--- config.mk ---
export PLATFORM = sky130hd
export DESIGN_NAME = load_store_unit
export DESIGN_NICKNAME = d
export VERILOG_FILES = /design/src/rtl/load_store_unit.sv
export SDC_FILE = /design/constraint.sdc
export NUM_CORES = 1
export LEC_CHECK = 0
export BUFFER_PORTS_ARGS = -buffer_cell sky130_fd_sc_hd__buf_2
export CAP_MARGIN = 20
export CORE_MARGIN = 2
export CORE_UTILIZATION = 44
export DETAILED_ROUTE_END_ITERATION = 10
export PLACE_DENSITY = 0.77
export SYNTH_ARGS = -nofsm -noshare
export SYNTH_HDL_FRONTEND = slang
export SYNTH_SLANG_ARGS = --single-unit
--- constraint.sdc ---
create_clock -name clk -period 2.05 [get_ports clk]
set_input_delay 0.205 -clock clk [delete_from_list [all_inputs] [get_ports clk]]
set_output_delay 0.205 -clock clk [all_outputs]
set_load 0.03 [all_outputs]
--- src/rtl/load_store_unit.sv ---
// Load/store unit: one memory op per transaction over a req/gnt/rvalid data port.
// Define MISALIGN_TRAP_EN to fault misaligned H/W accesses instead of forcing alignment.
module load_store_unit #(
  parameter int DATA_WIDTH    = 32,
  parameter int FUNCT3_LENGTH = 3
) (
  input  logic                     clk,
  input  logic                     reset,
  input  logic                     in_valid,
  output logic                     in_ready,
  input  logic                     mem_read,
  input  logic                     mem_write,
  input  logic [FUNCT3_LENGTH-1:0] funct3,
  input  logic [DATA_WIDTH-1:0]    ALUResult,
  input  logic [DATA_WIDTH-1:0]    store_data,
  output logic                     out_valid,
  input  logic                     out_ready,
  output logic [DATA_WIDTH-1:0]    out_data,
  output logic                     out_err,
  output logic                     dmem_req,
  output logic                     dmem_we,
  output logic [DATA_WIDTH-1:0]    dmem_addr,
  output logic [DATA_WIDTH-1:0]    dmem_wdata,
  output logic [3:0]               dmem_be,
  input  logic                     dmem_gnt,
  input  logic                     dmem_rvalid,
  input  logic [DATA_WIDTH-1:0]    dmem_rdata
);

  typedef enum logic [1:0] {IDLE, REQ, WAIT, RESP} state_t;

  state_t                   r_state;
  logic                     r_inReady;
  logic                     r_outValid;
  logic [DATA_WIDTH-1:0]    r_outData;
  logic                     r_outErr;
  logic                     r_dmemReq;
  logic                     r_dmemWe;
  logic [DATA_WIDTH-1:0]    r_dmemAddr;
  logic [DATA_WIDTH-1:0]    r_dmemWdata;
  logic [3:0]               r_dmemBe;
  logic [FUNCT3_LENGTH-1:0] r_f3;
  logic [1:0]               r_off;

  logic                  w_loadOk;
  logic                  w_storeOk;
  logic                  w_trap;
  logic                  w_illegal;
  logic [1:0]            w_off;
  logic [3:0]            w_be;
  logic [DATA_WIDTH-1:0] w_wdata;
  logic [7:0]            w_byte;
  logic [15:0]           w_half;
  logic [DATA_WIDTH-1:0] w_loadData;

  assign in_ready   = r_inReady;
  assign out_valid  = r_outValid;
  assign out_data   = r_outData;
  assign out_err    = r_outErr;
  assign dmem_req   = r_dmemReq;
  assign dmem_we    = r_dmemWe;
  assign dmem_addr  = r_dmemAddr;
  assign dmem_wdata = r_dmemWdata;
  assign dmem_be    = r_dmemBe;

  // Decode the incoming op: legality, naturally aligned lane offset, lanes and enables
  always_comb begin
    w_loadOk  = funct3 inside {3'b000, 3'b001, 3'b010, 3'b100, 3'b101};
    w_storeOk = funct3 inside {3'b000, 3'b001, 3'b010};
    w_off     = 2'b00;
    w_be      = 4'b1111;
    w_wdata   = store_data;
    w_trap    = 1'b0;
    case (funct3[1:0])
      2'b00: begin
        w_off   = ALUResult[1:0];
        w_be    = 4'b0001 << ALUResult[1:0];
        w_wdata = {4{store_data[7:0]}};
      end
      2'b01: begin
        w_off   = {ALUResult[1], 1'b0};
        w_be    = 4'b0011 << {ALUResult[1], 1'b0};
        w_wdata = {2{store_data[15:0]}};
`ifdef MISALIGN_TRAP_EN
        w_trap  = ALUResult[0];
`endif
      end
      default: begin
`ifdef MISALIGN_TRAP_EN
        w_trap  = |ALUResult[1:0];
`endif
      end
    endcase
    w_illegal = (mem_read & mem_write) | (mem_read & ~w_loadOk) |
                (mem_write & ~w_storeOk) | w_trap;
  end

  always_comb begin
    w_byte = dmem_rdata[{r_off, 3'b000} +: 8];
    w_half = r_off[1] ? dmem_rdata[31:16] : dmem_rdata[15:0];
    case (r_f3)
      3'b000:  w_loadData = {{24{w_byte[7]}}, w_byte};
      3'b100:  w_loadData = {24'b0, w_byte};
      3'b001:  w_loadData = {{16{w_half[15]}}, w_half};
      3'b101:  w_loadData = {16'b0, w_half};
      default: w_loadData = dmem_rdata;
    endcase
  end

  // Single-op FSM; rvalid is only honoured in WAIT or together with gnt in REQ
  always_ff @(posedge clk) begin
    if (reset) begin
      r_state     <= IDLE;
      r_inReady   <= 1'b1;
      r_outValid  <= 1'b0;
      r_outData   <= '0;
      r_outErr    <= 1'b0;
      r_dmemReq   <= 1'b0;
      r_dmemWe    <= 1'b0;
      r_dmemAddr  <= '0;
      r_dmemWdata <= '0;
      r_dmemBe    <= 4'b0000;
      r_f3        <= '0;
      r_off       <= 2'b00;
    end else begin
      case (r_state)
        IDLE: begin
          if (in_valid && (mem_read || mem_write)) begin
            r_inReady <= 1'b0;
            r_f3      <= funct3;
            r_off     <= w_off;
            if (w_illegal) begin
              r_state    <= RESP;
              r_outValid <= 1'b1;
              r_outErr   <= 1'b1;
              r_outData  <= '0;
            end else begin
              r_state     <= REQ;
              r_dmemReq   <= 1'b1;
              r_dmemWe    <= mem_write;
              r_dmemAddr  <= {ALUResult[DATA_WIDTH-1:2], 2'b00};
              r_dmemWdata <= w_wdata;
              r_dmemBe    <= w_be;
            end
          end
        end
        REQ: begin
          if (dmem_gnt) begin
            r_dmemReq <= 1'b0;
            if (r_dmemWe) begin
              r_state    <= RESP;
              r_outValid <= 1'b1;
              r_outData  <= '0;
            end else if (dmem_rvalid) begin
              r_state    <= RESP;
              r_outValid <= 1'b1;
              r_outData  <= w_loadData;
            end else begin
              r_state <= WAIT;
            end
          end
        end
        WAIT: begin
          if (dmem_rvalid) begin
            r_state    <= RESP;
            r_outValid <= 1'b1;
            r_outData  <= w_loadData;
          end
        end
        RESP: begin
          if (out_ready) begin
            r_state    <= IDLE;
            r_outValid <= 1'b0;
            r_outErr   <= 1'b0;
            r_outData  <= '0;
            r_inReady  <= 1'b1;
          end
        end
        default: r_state <= IDLE;
      endcase
    end
  end

endmodule

== Word level (Yosys, flattened, before mapping) ==
Index checks and enable logic that the tools add are counted.

* Flip-flop bits (word level): 110

* Equality and inequality tests: 17
* Shift-type cells: 3
* Multiplexer cells: 35
* Bitwise logic cells: 8
* Reduce and logical (&&, ||, !) cells: 17

{| class="wikitable"
|+ Operator list
! kind !! number
|-
| case mux 32 bit (4 select lines) || 2
|-
| 2-to-1 mux 32 bit || 6
|-
| case mux 32 bit (2 select lines) || 1
|-
| variable part select 32 x 6 -> 8 bit || 1
|-
| 2-to-1 mux 16 bit || 1
|-
| AND reduction 4 bit || 4
|-
| 2-to-1 mux 1 bit || 13
|-
| equality test 3 bit, second input constant || 4
|-
| != test 2 bit, second input constant || 6
|-
| 2-to-1 mux 2 bit || 5
|-
| case mux 2 bit (4 select lines) || 1
|-
| case mux 4 bit (2 select lines) || 1
|-
| equality test 3 x 1 -> 1 bit, second input constant || 2
|-
| zero test 3 bit || 2
|-
| case mux 1 bit (2 select lines) || 3
|-
| AND reduction 3 bit || 2
|-
| nonzero test 5 bit || 1
|-
| equality test 2 x 1 -> 1 bit, second input constant || 2
|-
| equality test 2 bit, second input constant || 2
|-
| zero test 2 bit || 2
|-
| case mux 1 bit (4 select lines) || 1
|-
| case mux 2 bit (2 select lines) || 1
|-
| nonzero test 2 bit || 2
|-
| << shifter 1 x 2 -> 4 bit, first input constant || 1
|-
| 9 further kinds || 14
|}

== Longest topological paths before layout ==
Gate-level depths: netlist of the first run.

* Word-level depth: 9
* Depth in mapped cells: 9
* Mapped depth without buffers: 6

== Least setup slack after synthesis of the first run ==
OpenSTA, ideal clock, no wires.

* Path kind: flip-flop to flip-flop
* Start: register r_state[0]
* End: register r_outData[0] (netlist: out_data[0])
* Setup time: 153 ps
* Arrival time: 1845 ps
* Required time: 1897 ps
* Path slack: 52 ps
* Cell stages (with the launch flop): 7
* Path buffers: 1
* Clock period less this slack: 1998 ps
* Cell sequence: dfxtp_1 inv_1 ha_1 clkbuf_1 a211o_1 o31ai_1 a211oi_1

* Cells in the longest elaborated chain, start to end: 3
* Elaborated cells between the ends (all ways): 10
* Classes of those cells: eq/ne (7); mux (1); reduce/logical (2)

{| class="wikitable"
|+ Ends and longest elaborated chain
! item !! line !! text
|-
| start, declared || 32 || <nowiki>state_t r_state;</nowiki>
|-
| start signal, assigned || 113 || <nowiki>r_state <= IDLE;</nowiki>
|-
| start signal, assigned || 133 || <nowiki>r_state <= RESP;</nowiki>
|-
| start signal, assigned || 138 || <nowiki>r_state <= REQ;</nowiki>
|-
| equality test 2 x 1 -> 1 bit, or another cell as far along || 126 || <nowiki>case (r_state)</nowiki>
|-
| != test 2 bit (no source line) || - ||
|-
| AND reduction 4 bit (no source line) || - ||
|-
| end signal, assigned || 157 || <nowiki>r_outData <= w_loadData;</nowiki>
|-
| end signal, assigned || 167 || <nowiki>r_outData <= w_loadData;</nowiki>
|-
| end, declared || 35 || <nowiki>logic [DATA_WIDTH-1:0] r_outData;</nowiki>
|}

Several ways; a longest one is shown, not always the timed one.
A chain may end at the register's enable or synchronous reset.

== Final worst setup path of the first run ==
* Start: register r_state[0]
* End: register r_outData[18] (netlist: out_data[18])

The elaborated chain is that of the path after synthesis.

==> flow_summary_export.csv, run 1 <==
group,metric,value,unit
global_route,grt.busiest_layer,"met2",
floorplanning,dieArea,0.0126,mm^2
synthesis,yosysUniqueCellTypes,48,
floorplanning,die_w,112,um
finish,n_fill_cell,1067,
power,ir_drop,0.713,mV
setup_path,r2r_slack,100,ps
cts,numCtsBuffers,9,
sta,fin_crit,1950,ps
synthesis,ys.flop_type,"dfxtp_1",
finish,final_cells,966,
global_route,grt_pass1_vias,4953,
power,switching_share,0.385,
power,pwr-share-seq,0.364,
sta,slew_headroom,0.534,
sta,rsz0062_at_grt,"true",
sta,finalSetupTns,0,ps
power,clkPwrFrac,0.245,
global_route,use_met2,0.400,
cts,clk_latency,360,ps
synthesis,async_flop_share,0,
routing,dr.pass1.iters,5,
power,power_density,1040,mW/mm^2
placement,numPlacedInstances,946,
power,p_leak,2.99,nW
global_route,grt_util_all_layers,0.244,
sta,finClkSkew,12.4,ps
synthesis,seq_area_frac_synth,0.426,
synthesis,avgSynthCellArea,8.38,um^2
placement,placed_area,0.00642,mm^2
setup_path,cp.required,2320,ps
global_route,grt_overflow,0,
setup_path,worstSetupPathType,"flop to flop",
job,maxCapViolCount,0,
sta,max_freq,0.513,GHz
floorplanning,ios,212,
synthesis,syn_area,0.00517,mm^2
synthesis,synth_edf_count,0,
placement,gp_congestion,0.852,
routing,drtIter0Drc,333,
cts,cts_tree,"built",
cts,cts_buffer_depth,2,
finish,syn_to_final_growth,31.4,%
finish,final_area,0.00679,mm^2
synthesis,synthCells,617,
sta,holdWs,78.3,ps
hold_path,min_from,"ALUResult[20]",
power,internal_power,4.34,mW
global_route,antenna_found_initial,0,
finish,mostFrequentLayoutCells,"buf_2 (209), nand2_1 (125), dfxtp_1 (109)",
global_route,met3_usage,0.0805,
setup_path,end_kind,"flop",
synthesis,yosys_warnings,0,
setup_path,reg2reg_to,"out_data[18]",
hold_path,whs_path_depth,3,
finish,nets,930,
global_route,grt_max_degree,59,
setup_path,worst_r2r_path_depth,6,
sta,finalHoldViolations,0,
power,pwr-share-comb,0.391,
floorplanning,start_util,0.453,
synthesis,yosys_register_bits,110,
sta,tightest_slew,696,ps
sta,finalMaxSlewViolations,0,
sta,fin_crit_sh,0.950,
routing,route.vias.total,5304,
floorplanning,rows,39,
routing,drcViolationCount,0,
run_status,status,"complete, no violations",
routing,via_per_inst,5.49,
setup_path,r2r_start,"r_state[0]",
cts,cts_hold_buf,0,
cts,clock_sinks,110,
finish,final_common_cell,"buf_2",
hold_path,hp-class,"primary input to flop",
setup_path,start_kind,"flop",
placement,numPortBuffers,209,
floorplanning,coreArea,0.0114,mm^2
sta,setup-violations-final,0,
global_route,grt_first_pass_wirelength,24700,um
setup_path,crit_arrival,2210,ps
routing,wl_per_cell,16.6,um
floorplanning,die_y,112,um
cts,clkTransAtPathRegs,70,ps
cts,cts_root_buffer,"clkbuf_16",
global_route,met1_usage,0.302,
finish,layout-drive-gt1-share,0.337,
routing,drtAntennaViolNets,0,
hold_path,whs_endpoint,"dmem_addr[20]",
placement,dp_hpwl,11400,um
setup_path,path_max_fanout,12,
cts,htreeDepth,3,
finish,insertedDiodeCount,0,
routing,wl,16000,um
power,p_sw,2.72,mW
-- area by class of cell --
cell class / instances / area (um^2) / area share
well taps: 143 / 179 / 0.0263
inverters: 36 / 135 / 0.0199
clock buffers: 12 / 267 / 0.0392
repair buffers: 236 / 1300 / 0.191
flip-flops and latches: 110 / 2200 / 0.324
multi-input cells: 425 / 2680 / 0.395
clock inverters: 4 / 27.5 / 0.00405
-- power by group through the flow --
stage / Clock, mW / Combinational [mW] / Sequential [mW]
final: 1.73 / 2.76 / 2.57
after global routing: 1.83 / 2.98 / 2.60
after CTS: 1.76 / 2.68 / 2.56
after detailed placement: 0 / 2.62 / 2.61
after global placement: 0 / 2.59 / 2.60
after floorplan: 0 / 1.33 / 3.06
-- layer usage --
metal,part of all wire,up-vias
li1,-,2619
met1,0.41,2417
met2,0.46,244
met3,0.10,24
met4,0.021,0
met5,0,-
-- stage by stage --
step | setup WS [ps] | util | power [mW]
finish | 102 | 0.595 | 7.06
global route | -9.12 | 0.595 | 7.42
CTS | 5.80 | 0.591 | 7.01
detailed placement | -67.7 | 0.562 | 5.23
global placement | 50.5 | 0.562 | 5.20
floorplan | 51.6 | - | 4.39
-- worst max-delay path, stage by stage (launching register included) --
cell,delay (ps)
dfxtp_1,400
inv_1,120
ha_2,270
a211oi_4,330
buf_4,190
nand4_4,210
o32ai_1,330
-- logic make-up (layout without fill, tap and decap cells) --
kind of cell               count (synthesis)  count (layout)  synth area share
AOI/OAI and AO/OA                        198             199             0.274
and+or+nand+nor                          192             193             0.164
DFF                                      110             110             0.426
buffers and inverters                     85             288            0.0692
muxes                                     26              26            0.0545
adders and majority gates                  5               5            0.0121
other                                      1               2          0.000725
-- synthesized netlist by cell type (12+ instances only) --
cell type,number,share of area
clkbuf_1,28,0.020
mux2i_1,18,0.035
nor2b_1,22,0.027
inv_1,35,0.025
dfxtp_1,110,0.43
nor2_1,25,0.018
o32ai_1,16,0.027
a311oi_1,12,0.020
nand2_1,125,0.091
o21ai_0,13,0.013
a211oi_1,17,0.025
a21oi_1,66,0.064
-- registers in the layout (all words and copies together), names as in the netlist, 2 cells and up --
register and count:
dmem_addr 30, dmem_be 4, dmem_wdata 32, out_data 32, r_f3 3, r_off 2
r_state 2
-- timing repair --
item                                    in CTS  in global routing
setup buffers                                0                  2
pin swaps                                    2                  3
endpoints found under the setup margin      15                 50
gates cloned                                 1                  1
gates resized for setup                      3                  5
-- worst max-delay path by stage --
stage                     startpoint           end
after floorplan           r_state[0]   out_data[0]
after global placement    r_state[0]  out_data[16]
after detailed placement  r_state[0]  out_data[16]
after CTS                 r_state[0]  out_data[22]
after global routing      r_state[0]    r_state[0]
final                     r_state[0]  out_data[18]
Power figures use the tool's default switching activity.
==> run 2: changes to the inputs <==
--- a/config.mk
+++ b/config.mk
@@ -8,9 +8,11 @@
 export BUFFER_PORTS_ARGS = -buffer_cell sky130_fd_sc_hd__buf_2
 export CAP_MARGIN = 20
 export CORE_MARGIN = 2
-export CORE_UTILIZATION = 44
+export CORE_UTILIZATION = 45
+export CTS_BUF_LIST = sky130_fd_sc_hd__clkbuf_2 sky130_fd_sc_hd__clkbuf_4 sky130_fd_sc_hd__clkbuf_8
+export CTS_CLUSTER_SIZE = 16
 export DETAILED_ROUTE_END_ITERATION = 10
-export PLACE_DENSITY = 0.77
+export PLACE_DENSITY = 0.78
 export SYNTH_ARGS = -nofsm -noshare
 export SYNTH_HDL_FRONTEND = slang
 export SYNTH_SLANG_ARGS = --single-unit
==> run 2 against run 1 <==
Against the previous run:
- cell count rose by 0.10%
- flip-flop and latch count did not move
- setup slack got worse by 12 ps
- utilization rose by 0.18 points
- clock power fell by 14%
- critical path depth rose by 1
- clock skew fell by 2.8 ps
- wire length fell by 2.6%
- hold slack got worse by 37 ps
- combinational power barely moved
- critical endpoint is now out_data[22]
==> flow_summary_export.csv, run 2 (synthesized netlist as in run 1, its figures left out) <==
group,metric,value,unit
run_status,status,"complete, no violations",
cts,cts_root_buffer,"clkbuf_8",
hold_path,whs_path_depth,3,
setup_path,start_kind,"flop",
sta,finalMaxSlewViolations,0,
finish,final_common_cell,"buf_2",
setup_path,slowest_delay,360,ps
power,ir_drop,0.697,mV
finish,regArea,0.00220,mm^2
floorplanning,rows,39,
routing,via_per_inst,5.46,
setup_path,worst_r2r_path_depth,7,
cts,numCtsBuffers,9,
setup_path,end_kind,"flop",
sta,setup-violations-final,0,
placement,numPortBuffers,209,
global_route,use_met2,0.393,
power,power_density,1010,mW/mm^2
floorplanning,die_w,111,um
sta,finClkSkew,9.52,ps
setup_path,worstPathCellList,"inv_1 -> ha_1 -> nor2b_1 -> a211oi_4 -> buf_4 -> nand4_4 -> o32ai_1",
sta,fin_crit_sh,0.956,
routing,dr.pass1.iters,5,
finish,final_cells,967,
placement,dp_hpwl,11300,um
sta,tightest_slew,887,ps
routing,wl_per_cell,16.1,um
routing,route.vias.total,5282,
hold_path,hp-class,"primary input to flop",
finish,n_fill_cell,1057,
sta,max_freq,0.510,GHz
global_route,met3_usage,0.0776,
sta,fin_crit,1960,ps
setup_path,crit_arrival,2260,ps
floorplanning,die_y,111,um
floorplanning,start_util,0.457,
placement,placed_area,0.00646,mm^2
finish,mostFrequentLayoutCells,"buf_2 (209), nand2_1 (125), dfxtp_1 (109)",
global_route,grt_util_all_layers,0.248,
sta,finalSetupTns,0,ps
global_route,met1_usage,0.318,
finish,fin_util,0.597,
routing,drtIter0Drc,345,
cts,cts_hold_buf,0,
sta,finalHoldViolations,0,
cts,htreeDepth,3,
floorplanning,coreArea,0.0113,mm^2
routing,drcViolationCount,0,
cts,cts_buffer_depth,2,
cts,clock_sinks,110,
placement,post-place-ws,-147,ps
finish,nets,930,
sta,fin_ws,90.1,ps
finish,syn_to_final_growth,30.6,%
routing,wl,15600,um
cts,clk_latency,390,ps
sta,slew_headroom,0.404,
floorplanning,ios,212,
power,finalPower,6.79,mW
cts,cts_tree,"built",
setup_path,path_max_fanout,10,
placement,gp_congestion,0.842,
finish,layout-drive-gt1-share,0.339,
placement,numPlacedInstances,948,
global_route,grt_first_pass_wirelength,25000,um
sta,holdWs,41.5,ps
setup_path,worstSetupPathType,"flop to flop",
global_route,grt_overflow,0,
power,p_leak,2.97,nW
global_route,grt_pass1_vias,4943,
sta,rsz0062_at_grt,"true",
job,maxCapViolCount,0,
global_route,grt_max_degree,58,
setup_path,cp.required,2350,ps
global_route,grt.busiest_layer,"met2",
finish,multi_input_area,0.00269,mm^2
setup_path,crit_slowest_cell,"dfxtp_2",
global_route,antenna_found_initial,0,
floorplanning,dieArea,0.0124,mm^2
cts,clkTransAtPathRegs,110,ps
finish,final_area,0.00675,mm^2
routing,drtAntennaViolNets,0,
run 2: changes by cell type in the layout (fill, tap and decap cells not counted), moves of 2 or more:
| cell | before | now |
|---|---|---|
| clkbuf_16 | 9 | 0 |
| clkbuf_8 | 3 | 10 |
| bufinv_16 | 0 | 2 |
| o31a_1 | 2 | 0 |
run 2: power by group:
group          switching (mW)  total [mW]  internal [mW]
logic                    1.72        2.74           1.02
registers               0.158        2.57           2.41
clock network           0.760        1.48          0.720
total                    2.64        6.79           4.15
run 2: path summary, 6_finish.rpt:
check	slack (ps)	endpoint	startpoint
worst min register to register	460	dmem_addr[15]	dmem_addr[15]
worst max-delay path	90	out_data[22]	r_state[1]
worst max register to register	90	out_data[22]	r_state[1]
worst min-delay path	40	dmem_addr[9]	ALUResult[9]
run 2: critical path, delay by kind of cell (launching register included):
family                     cells  cell delay (ps)
adders and majority gates      1              220
and+or+nand+nor                2              410
buffers and inverters          2              280
AOI/OAI and AO/OA              2              600
DFF                            1              360
run 2: area by class of cell:
| type | count | area share |
|---|---|---|
| well taps | 143 | 0.0265 |
| flip-flops and latches | 110 | 0.326 |
| repair buffers | 237 | 0.196 |
| inverters | 36 | 0.0200 |
| diodes | 1 | 0.000371 |
| clock inverters | 6 | 0.0124 |
| clock buffers | 10 | 0.0204 |
| multi-input cells | 424 | 0.398 |
run 2: metal layers:
metal,share of wire,vias up
met5,0,-
met4,0.023,0
met3,0.099,29
met2,0.45,248
met1,0.42,2415
li1,-,2590
run 2: what timing repair did:
action                     CTS  global route
setup endpoints to repair   12            35
resized for setup            2             9
buffers inserted             0             1
pin swaps                    0             2
cloned                       0             1
==> run 3: changes to the inputs <==
--- a/config.mk
+++ b/config.mk
@@ -7,6 +7,7 @@
 export LEC_CHECK = 0
 export BUFFER_PORTS_ARGS = -buffer_cell sky130_fd_sc_hd__buf_2
 export CAP_MARGIN = 20
+export CORE_ASPECT_RATIO = 1.2
 export CORE_MARGIN = 2
 export CORE_UTILIZATION = 45
 export CTS_BUF_LIST = sky130_fd_sc_hd__clkbuf_2 sky130_fd_sc_hd__clkbuf_4 sky130_fd_sc_hd__clkbuf_8
==> run 3 against run 2 <==
Against the previous run:
- non-clock buffer count grew 3
- power shrank 1.2%
- sequential power is essentially flat
- critical path depth shrank 1
- critical endpoint is now out_data[18]
- highest routed layer is now met5
- fmax shrank 1.4%
==> flow_summary_export.csv, run 3 (synthesized netlist as in run 1, its figures left out) <==
group,metric,value,unit
hold_path,hp-class,"primary input to flop",
power,pwr-share-seq,0.383,
floorplanning,ios,212,
routing,drtIter0Drc,312,
sta,tightest_slew,762,ps
finish,n_fill_cell,1007,
finish,syn_to_final_growth,31.0,%
setup_path,worstSetupPathType,"flop to flop",
routing,wl_per_cell,16.1,um
power,switching_share,0.398,
finish,mostFrequentLayoutCells,"buf_2 (209), nand2_1 (125), dfxtp_1 (109)",
setup_path,crit_slowest_cell,"dfxtp_1",
floorplanning,rows,42,
setup_path,path_depth,6,
sta,slew_headroom,0.491,
setup_path,cp.required,2330,ps
sta,fin_crit,1990,ps
finish,final_area,0.00677,mm^2
cts,clock_sinks,110,
setup_path,worstPathCellList,"inv_1 -> ha_2 -> buf_4 -> o31ai_4 -> nand4_4 -> o32ai_1",
placement,numPlacedInstances,960,
cts,cts_buffer_depth,2,
floorplanning,die_y,121,um
sta,finClkSkew,7.52,ps
sta,finalSetupTns,0,ps
routing,dr.pass1.iters,5,
sta,max_freq,0.503,GHz
power,clkPwrFrac,0.204,
power,power_density,991,mW/mm^2
power,internal_power,4.04,mW
cts,numCtsBuffers,9,
routing,route.vias.total,5443,
setup_path,r2r_slack,60,ps
power,p_sw,2.67,mW
hold_path,whs_path_depth,2,
setup_path,path_max_fanout,13,
routing,drtAntennaViolNets,0,
global_route,grt_first_pass_wirelength,24700,um
floorplanning,start_util,0.464,
setup_path,crit_family,"compound AO/OA/AOI/OAI gates",
finish,fin_util,0.608,
finish,layout-drive-gt1-share,0.343,
global_route,grt_max_degree,47,
power,pwr-share-comb,0.414,
power,p_leak,2.98,nW
sta,rsz0062_at_grt,"true",
sta,fin_crit_sh,0.970,
global_route,antenna_found_initial,1,
cts,cts_root_buffer,"clkbuf_8",
power,ir_drop,0.598,mV
job,maxCapViolCount,0,
floorplanning,dieArea,0.0124,mm^2
floorplanning,coreArea,0.0111,mm^2
sta,setup-violations-final,0,
cts,htreeDepth,3,
finish,final_common_cell,"buf_2",
finish,final_cells,980,
floorplanning,die_w,102,um
setup_path,start_kind,"flop",
routing,drcViolationCount,0,
cts,cts_tree,"built",
global_route,grt_pass1_vias,5155,
placement,gp_congestion,0.884,
cts,clkTransAtPathRegs,100,ps
placement,dp_hpwl,11700,um
placement,numPortBuffers,209,
setup_path,end_kind,"flop",
sta,finalHoldViolations,0,
finish,insertedDiodeCount,0,
sta,finalMaxSlewViolations,0,
placement,placed_area,0.00646,mm^2
global_route,grt_overflow,0,
cts,clk_latency,370,ps
run_status,status,"complete, no violations",
global_route,grt_util_all_layers,0.252,
setup_path,critPathBufInv,2,
setup_path,crit_arrival,2270,ps
finish,nets,933,
setup_path,worst_r2r_path_depth,6,
routing,wl,15700,um
routing,via_per_inst,5.55,
sta,holdWs,53.2,ps
setup_path,slowest_delay,420,ps
run 3: cell types whose count changed in the layout (fill, tap and decap cells not counted), sizes merged:
cell / before / now
buf: 237 / 240
bufinv: 2 / 1
clkinv: 4 / 3
clkinvlp: 0 / 1
diode: 1 / 0
inv: 36 / 37
run 3: power groups by stage:
stage | sequential, mW | combinational, mW | clock [mW]
2_1_floorplan | 3.06 | 1.33 | 0
5_1_grt | 2.60 | 3.00 | 1.48
3_5_place_dp | 2.61 | 2.63 | 0
3_3_place_gp | 2.60 | 2.55 | 0
6_report | 2.57 | 2.78 | 1.37
4_1_cts | 2.57 | 2.71 | 1.39
run 3: area by class of cell:
cell class | count | area [um^2] | share of cell area
multi-input cells | 424 | 2700 | 0.398
repair buffers | 240 | 1340 | 0.198
clock inverters | 6 | 67.6 | 0.00997
well taps | 154 | 193 | 0.0284
clock buffers | 10 | 138 | 0.0203
inverters | 36 | 135 | 0.0199
flip-flops and latches | 110 | 2200 | 0.325
run 3: what timing repair did:
item,in CTS,in global routing
pin swaps,2,1
resized for setup,4,7
endpoints found under the setup margin,23,30
hold buffers,0,0
setup buffers,0,3
endpoints found under the hold margin,0,0
gates cloned,1,0
run 3: final timing paths:
kind                startpoint           end
setup / recovery    r_state[0]  out_data[18]
hold / removal        dmem_gnt      dmem_req
setup reg to reg    r_state[0]  out_data[18]
hold reg to reg   dmem_addr[5]  dmem_addr[5]
run 3: metal layers:
| layer | global-route usage | vias to the layer above | wire (um) |
|---|---|---|---|
| li1 | - | 2605 | - |
| met1 | 0.300 | 2542 | 6170 |
| met2 | 0.424 | 257 | 7700 |
| met3 | 0.0737 | 37 | 1470 |
| met4 | 0.0992 | 2 | 387 |
| met5 | 0 | - | 13 |
run 3: through the flow:
stage	setup WS [ps]	power [mW]
2_1_floorplan	51.6	4.39
3_3_place_gp	70.4	5.15
3_5_place_dp	-117	5.25
4_1_cts	-21.0	6.67
5_1_grt	-32.2	7.08
6_report	61.8	6.71
